### src/rtl/i2c_master_write_sequencer.sv
// Byte-level I2C write sequencer: START, 8 data bits MSB first, ACK slot, optional STOP, driven over the go/command/finish handshake.
// Latency: one ISSUE cycle plus the bit unit's run time per bit, plus one DONE cycle; tx_ready returns the cycle after done.
// Backpressure: tx_ready is high only in IDLE. A request held on tx_valid while busy waits until the current byte completes.
module i2c_master_write_sequencer #(
  parameter bit          ABORT_ON_NACK  = 1'b1,
  parameter int unsigned TIMEOUT_CYCLES = 64
) (
  input  logic       clock,
  input  logic       reset,
  input  logic       tx_valid,
  output logic       tx_ready,
  input  logic [7:0] tx_data,
  input  logic       tx_start,
  input  logic       tx_stop,
  output logic       bit_go,
  output logic [2:0] bit_command,
  input  logic       bit_finish,
  input  logic       sda_in,
  output logic       busy,
  output logic       done,
  output logic       ack_error,
  output logic       timeout_error
);

  localparam int TW = $clog2(TIMEOUT_CYCLES + 1);

  localparam logic [2:0] CMD_IDLE  = 3'b000;
  localparam logic [2:0] CMD_START = 3'b010;
  localparam logic [2:0] CMD_STOP  = 3'b011;
  localparam logic [2:0] CMD_NACK  = 3'b111;

  typedef enum logic [2:0] {
    S_IDLE,
    S_START,
    S_DATA,
    S_ACK,
    S_STOP,
    S_DONE
  } state_t;

  state_t          state;
  logic [7:0]      data_q;
  logic            stop_q;
  logic [2:0]      bit_idx;
  logic [TW-1:0]   tcnt;

  // Sequencer FSM. Within each bit state, bit_go=0 marks the ISSUE cycle and
  // bit_go=1 marks RUN; the command for the next bit is loaded on the same edge
  // that drops bit_go, so every bit starts with exactly one low cycle.
  always_ff @(posedge clock or posedge reset) begin
    if (reset) begin
      state         <= S_IDLE;
      data_q        <= 8'h00;
      stop_q        <= 1'b0;
      bit_idx       <= 3'd0;
      tcnt          <= '0;
      tx_ready      <= 1'b1;
      bit_go        <= 1'b0;
      bit_command   <= CMD_IDLE;
      busy          <= 1'b0;
      done          <= 1'b0;
      ack_error     <= 1'b0;
      timeout_error <= 1'b0;
    end else begin
      done <= 1'b0;
      case (state)
        S_IDLE: begin
          if (tx_valid && tx_ready) begin
            data_q        <= tx_data;
            stop_q        <= tx_stop;
            ack_error     <= 1'b0;
            timeout_error <= 1'b0;
            tx_ready      <= 1'b0;
            busy          <= 1'b1;
            bit_go        <= 1'b0;
            bit_idx       <= 3'd7;
            tcnt          <= '0;
            if (tx_start) begin
              state       <= S_START;
              bit_command <= CMD_START;
            end else begin
              state       <= S_DATA;
              bit_command <= {2'b10, tx_data[7]};
            end
          end
        end

        S_START, S_DATA, S_ACK, S_STOP: begin
          if (!bit_go) begin
            // ISSUE: command already stable, start the bit and clear the watchdog
            bit_go <= 1'b1;
            tcnt   <= '0;
          end else if (bit_finish) begin
            bit_go <= 1'b0;
            tcnt   <= '0;
            case (state)
              S_START: begin
                state       <= S_DATA;
                bit_idx     <= 3'd7;
                bit_command <= {2'b10, data_q[7]};
              end
              S_DATA: begin
                if (bit_idx == 3'd0) begin
                  state       <= S_ACK;
                  bit_command <= CMD_NACK;
                end else begin
                  bit_idx     <= bit_idx - 3'd1;
                  bit_command <= {2'b10, data_q[bit_idx - 3'd1]};
                end
              end
              S_ACK: begin
                // SDA high in the ACK slot means the slave did not acknowledge
                ack_error <= sda_in;
                if (stop_q || (sda_in && ABORT_ON_NACK)) begin
                  state       <= S_STOP;
                  bit_command <= CMD_STOP;
                end else begin
                  state       <= S_DONE;
                  bit_command <= CMD_IDLE;
                  done        <= 1'b1;
                end
              end
              default: begin
                state       <= S_DONE;
                bit_command <= CMD_IDLE;
                done        <= 1'b1;
              end
            endcase
          end else if (tcnt == TW'(TIMEOUT_CYCLES - 1)) begin
            // Bit unit stalled: abandon the byte without a STOP
            bit_go        <= 1'b0;
            state         <= S_DONE;
            bit_command   <= CMD_IDLE;
            done          <= 1'b1;
            timeout_error <= 1'b1;
          end else begin
            tcnt <= tcnt + TW'(1);
          end
        end

        S_DONE: begin
          state    <= S_IDLE;
          tx_ready <= 1'b1;
          busy     <= 1'b0;
        end

        default: begin
          state       <= S_IDLE;
          tx_ready    <= 1'b1;
          busy        <= 1'b0;
          bit_go      <= 1'b0;
          bit_command <= CMD_IDLE;
        end
      endcase
    end
  end

endmodule

### config.mk
export PLATFORM = sky130hd
export DESIGN_NAME = i2c_master_write_sequencer
export DESIGN_NICKNAME = d
export VERILOG_FILES = /design/src/rtl/i2c_master_write_sequencer.sv
export SDC_FILE = /design/constraint.sdc
export NUM_CORES = 1
export LEC_CHECK = 0
export ABC_AREA = 1
export BUFFER_PORTS_ARGS = -buffer_cell sky130_fd_sc_hd__buf_2
export CAP_MARGIN = 20
export CORE_MARGIN = 1
export CORE_UTILIZATION = 50
export CTS_CLUSTER_SIZE = 16
export DETAILED_ROUTE_END_ITERATION = 8
export GPL_TIMING_DRIVEN = 0
export MAX_ROUTING_LAYER = met4
export PLACE_DENSITY = 0.73
export SLEW_MARGIN = 40
export SYNTH_ARGS = -nofsm -noshare
export SYNTH_HDL_FRONTEND = slang
export SYNTH_SLANG_ARGS = --single-unit
### constraint.sdc
create_clock -name clock -period 4.6 [get_ports clock]
set_input_delay 1.38 -clock clock [delete_from_list [all_inputs] [get_ports clock]]
set_output_delay 1.38 -clock clock [all_outputs]
set_load 0.005 [all_outputs]
==> results.json <==
{
  "cts_setup_buffers": 0,
  "grt_pass1_wl_mm": 5.88,
  "drc": 0,
  "synth.cell_area_mm2": 0.00180,
  "worstPathCellList": "buf_2",
  "rows": 21,
  "path_delay_family": "flip-flops",
  "hpwlAfterDp_mm": 2.58,
  "setup-tns-final_ns": 0,
  "drv_cap": 0,
  "synth_edf_count": 0,
  "ctsResizeCount": 0,
  "power_density_mw_per_mm2": 660,
  "final_cell_mix": "82 x nand2_1, 30 x dfrtp_1, 24 x inv_1, 24 x nor2_1, 24 x buf_2",
  "grt_pass1_vias": 1403,
  "ctsLongestPathBuffers": 2,
  "timing.final.crit_period_ns": 2.37,
  "synth-seq-area-share": 0.432,
  "grtUsageMet1": 0.275,
  "vias_per_cell": 4.82,
  "seqCellArea_um2": 777,
  "clock-sinks": 31,
  "synth_area_per_cell_um2": 7.41,
  "power_leakage_nw": 1.11,
  "synth_top_cell_area_share": 0.417,
  "multi_input_area_um2": 877,
  "fin_util": 0.598,
  "grtUsageTotal": 0.219,
  "initial_utilization": 0.531,
  "area_growth_pct": 12.6,
  "floorplan.die_area_mm2": 0.00384,
  "synth.distinct_cells": 29,
  "crit_type": "flop to output pin",
  "worst_pin_slew_ns": 0.633,
  "first_iter_violations": 72,
  "synth_area_leader_cell": "dfrtp_1",
  "grt-ovfl-total": 0,
  "chipHeight_um": 62.0,
  "routedWlPerCell_um": 10.7,
  "grtUsageMet2": 0.333,
  "ys.flop_type": "dfrtp_1",
  "diodes": 0,
  "synth_warnings": 0,
  "critPathCaptureType": "output pin",
  "critPathMaxStageDelay_ns": 0.55,
  "synthCells": 243,
  "fill_cells": 322,
  "final_common_cell": "nand2_1",
  "rsz0062_at_grt": "no",
  "arrival_ns": 0.99,
  "start_kind": "flop",
  "htree_levels": 2,
  "clkLatencyLatePin_ns": 0.34,
  "io_pins": 24,
  "fp.coreArea_mm2": 0.00339,
  "top_usage_layer": "met2",
  "antenna_found_initial": 0,
  "slew_headroom": 0.577,
  "ir_worst_vdd_v": 0.000309,
  "critPathSlowestCell": "dfstp_2",
  "slew_violations": 0,
  "async_flop_share": 1.00,
  "clockRootBuffer": "clkbuf_4",
  "first_pass_iters": 4,
  "die_w_um": 62.0,
  "setup_viol": 0,
  "synthTopCellsByArea": "dfrtp_1 42%, nand2_1 17%, inv_1 5.2%, nand3_1 5.0%, nor2_1 5.0%",
  "path_buf_inv": 1,
  "portBuffers": 22,
  "vias": 1537,
  "syn-num-nets": 261,
  "status": "finished clean",
  "clock.fmax_ghz": 0.423,
  "gr-usage-met3": 0.0435,
  "clk_pin_slew_ns": 0.09,
  "gp_congestion": 0.883,
  "finalHoldViolCount": 0,
  "crit_required_ns": 3.22,
  "grt_max_degree": 32,
  "final_antenna_net_count": 0,
  "min_period_over_period": 0.514,
  "critPathMaxFanout": 3,
  "layout.nets": 290,
  "clock_skew_ns": 0.0145,
  "synth-seq-cells": 31,
  "cts_tree": "built",
  "drive_gt1_frac": 0.234,
  "cts_made_buffers": 5,
  "cts_hold_buf": 0,
  "hold_class": "flop to flop",
  "routed_wl_mm": 3.42
}
## layout make-up
| cell class | count | share of cell area |
|---|---|---|
| Inverter | 30 | 0.0555 |
| Timing Repair Buffer | 22 | 0.0543 |
| Clock buffer | 7 | 0.0271 |
| Clock inverter | 1 | 0.00247 |
| Tap cell | 46 | 0.0284 |
| Buffer | 4 | 0.0167 |
| Multi-Input combinational cell | 178 | 0.432 |
| Sequential cell | 31 | 0.383 |
## state kept, by name (all words and copies together), names as in the netlist
| signal | cells |
|---|---|
| busy | 1 |
| state | 3 |
| tcnt | 7 |
| stop_q | 1 |
| ack_error | 1 |
| done | 1 |
| tx_ready | 1 |
| timeout_error | 1 |
| data_q | 8 |
| bit_go | 1 |
| bit_command | 3 |
| bit_idx | 3 |
## worst register-to-register path, cell delays in order, from the launching register on
cell     delay [ns]
dfrtp_1        0.45
inv_1          0.16
ha_1           0.36
inv_1          0.11
nand3_1        0.09
nand3_1        0.09
nand2_1        0.06
nand2_1        0.06
nand2_1        0.06
nand2_1        0.05
nand2_1        0.06
nand2_1        0.05
nand2_1        0.04
## path summary, 6_finish.rpt
check / startpoint / to / slack, ns / cells past startpoint
setup / recovery: tx_ready / tx_ready / 2.23 / 1
hold / removal: data_q[5] / data_q[5] / 0.48 / 2
setup reg to reg: bit_idx[0] / bit_command[0] / 2.85 / 12
hold reg to reg: data_q[5] / data_q[5] / 0.48 / 2
max in group asynchronous: reset / data_q[3] / 3.07 / 2
min in group asynchronous: reset / done / 1.10 / 2
## per-layer routing
metal	routed length, µm	part of all wire
met5	0	0
met4	61	0.018
met3	131	0.038
met2	1550	0.45
met1	1670	0.49
## metrics by stage
step	cell area, µm²	std cells	total power [mW]	hold WS, ns	worst slack [ns]
floorplan	1800	243	1.02	0.442	2.12
global placement	1970	311	1.17	0.457	1.90
detailed placement	1970	311	1.18	0.463	1.90
CTS	2030	319	1.35	0.486	2.22
global route	2030	319	1.48	0.511	2.14
finish	2030	319	1.34	0.480	2.23
## kinds of logic after synthesis
logic type / count (synthesis) / synth area share
AND/OR/NAND/NOR: 148 / 0.369
XOR/XNOR: 2 / 0.00973
adder cells (fa/ha/maj): 3 / 0.0209
flip-flops: 31 / 0.432
buffers and inverters: 34 / 0.0813
AO/OA/AOI/OAI: 25 / 0.0876
## where the power goes
group / switching (mW) / total, mW / internal, mW
sequential: 0.0848 / 0.460 / 0.375
clock: 0.0923 / 0.166 / 0.0740
combinational: 0.447 / 0.712 / 0.265
total: 0.624 / 1.34 / 0.714
## synthesized netlist by cell type (2+ instances only)
library cell,n
nand4_1,3
ha_1,3
nand2_1,82
inv_2,5
o21ai_2,7
nand3_1,18
o21ai_0,7
a21oi_1,4
o21ai_1,4
nor2_2,2
nor2_1,24
dfrtp_1,30
nor3_1,2
nand2_4,2
buf_2,2
inv_1,25
nand2_2,11
No activity file was read; power rests on OpenSTA's default activity.
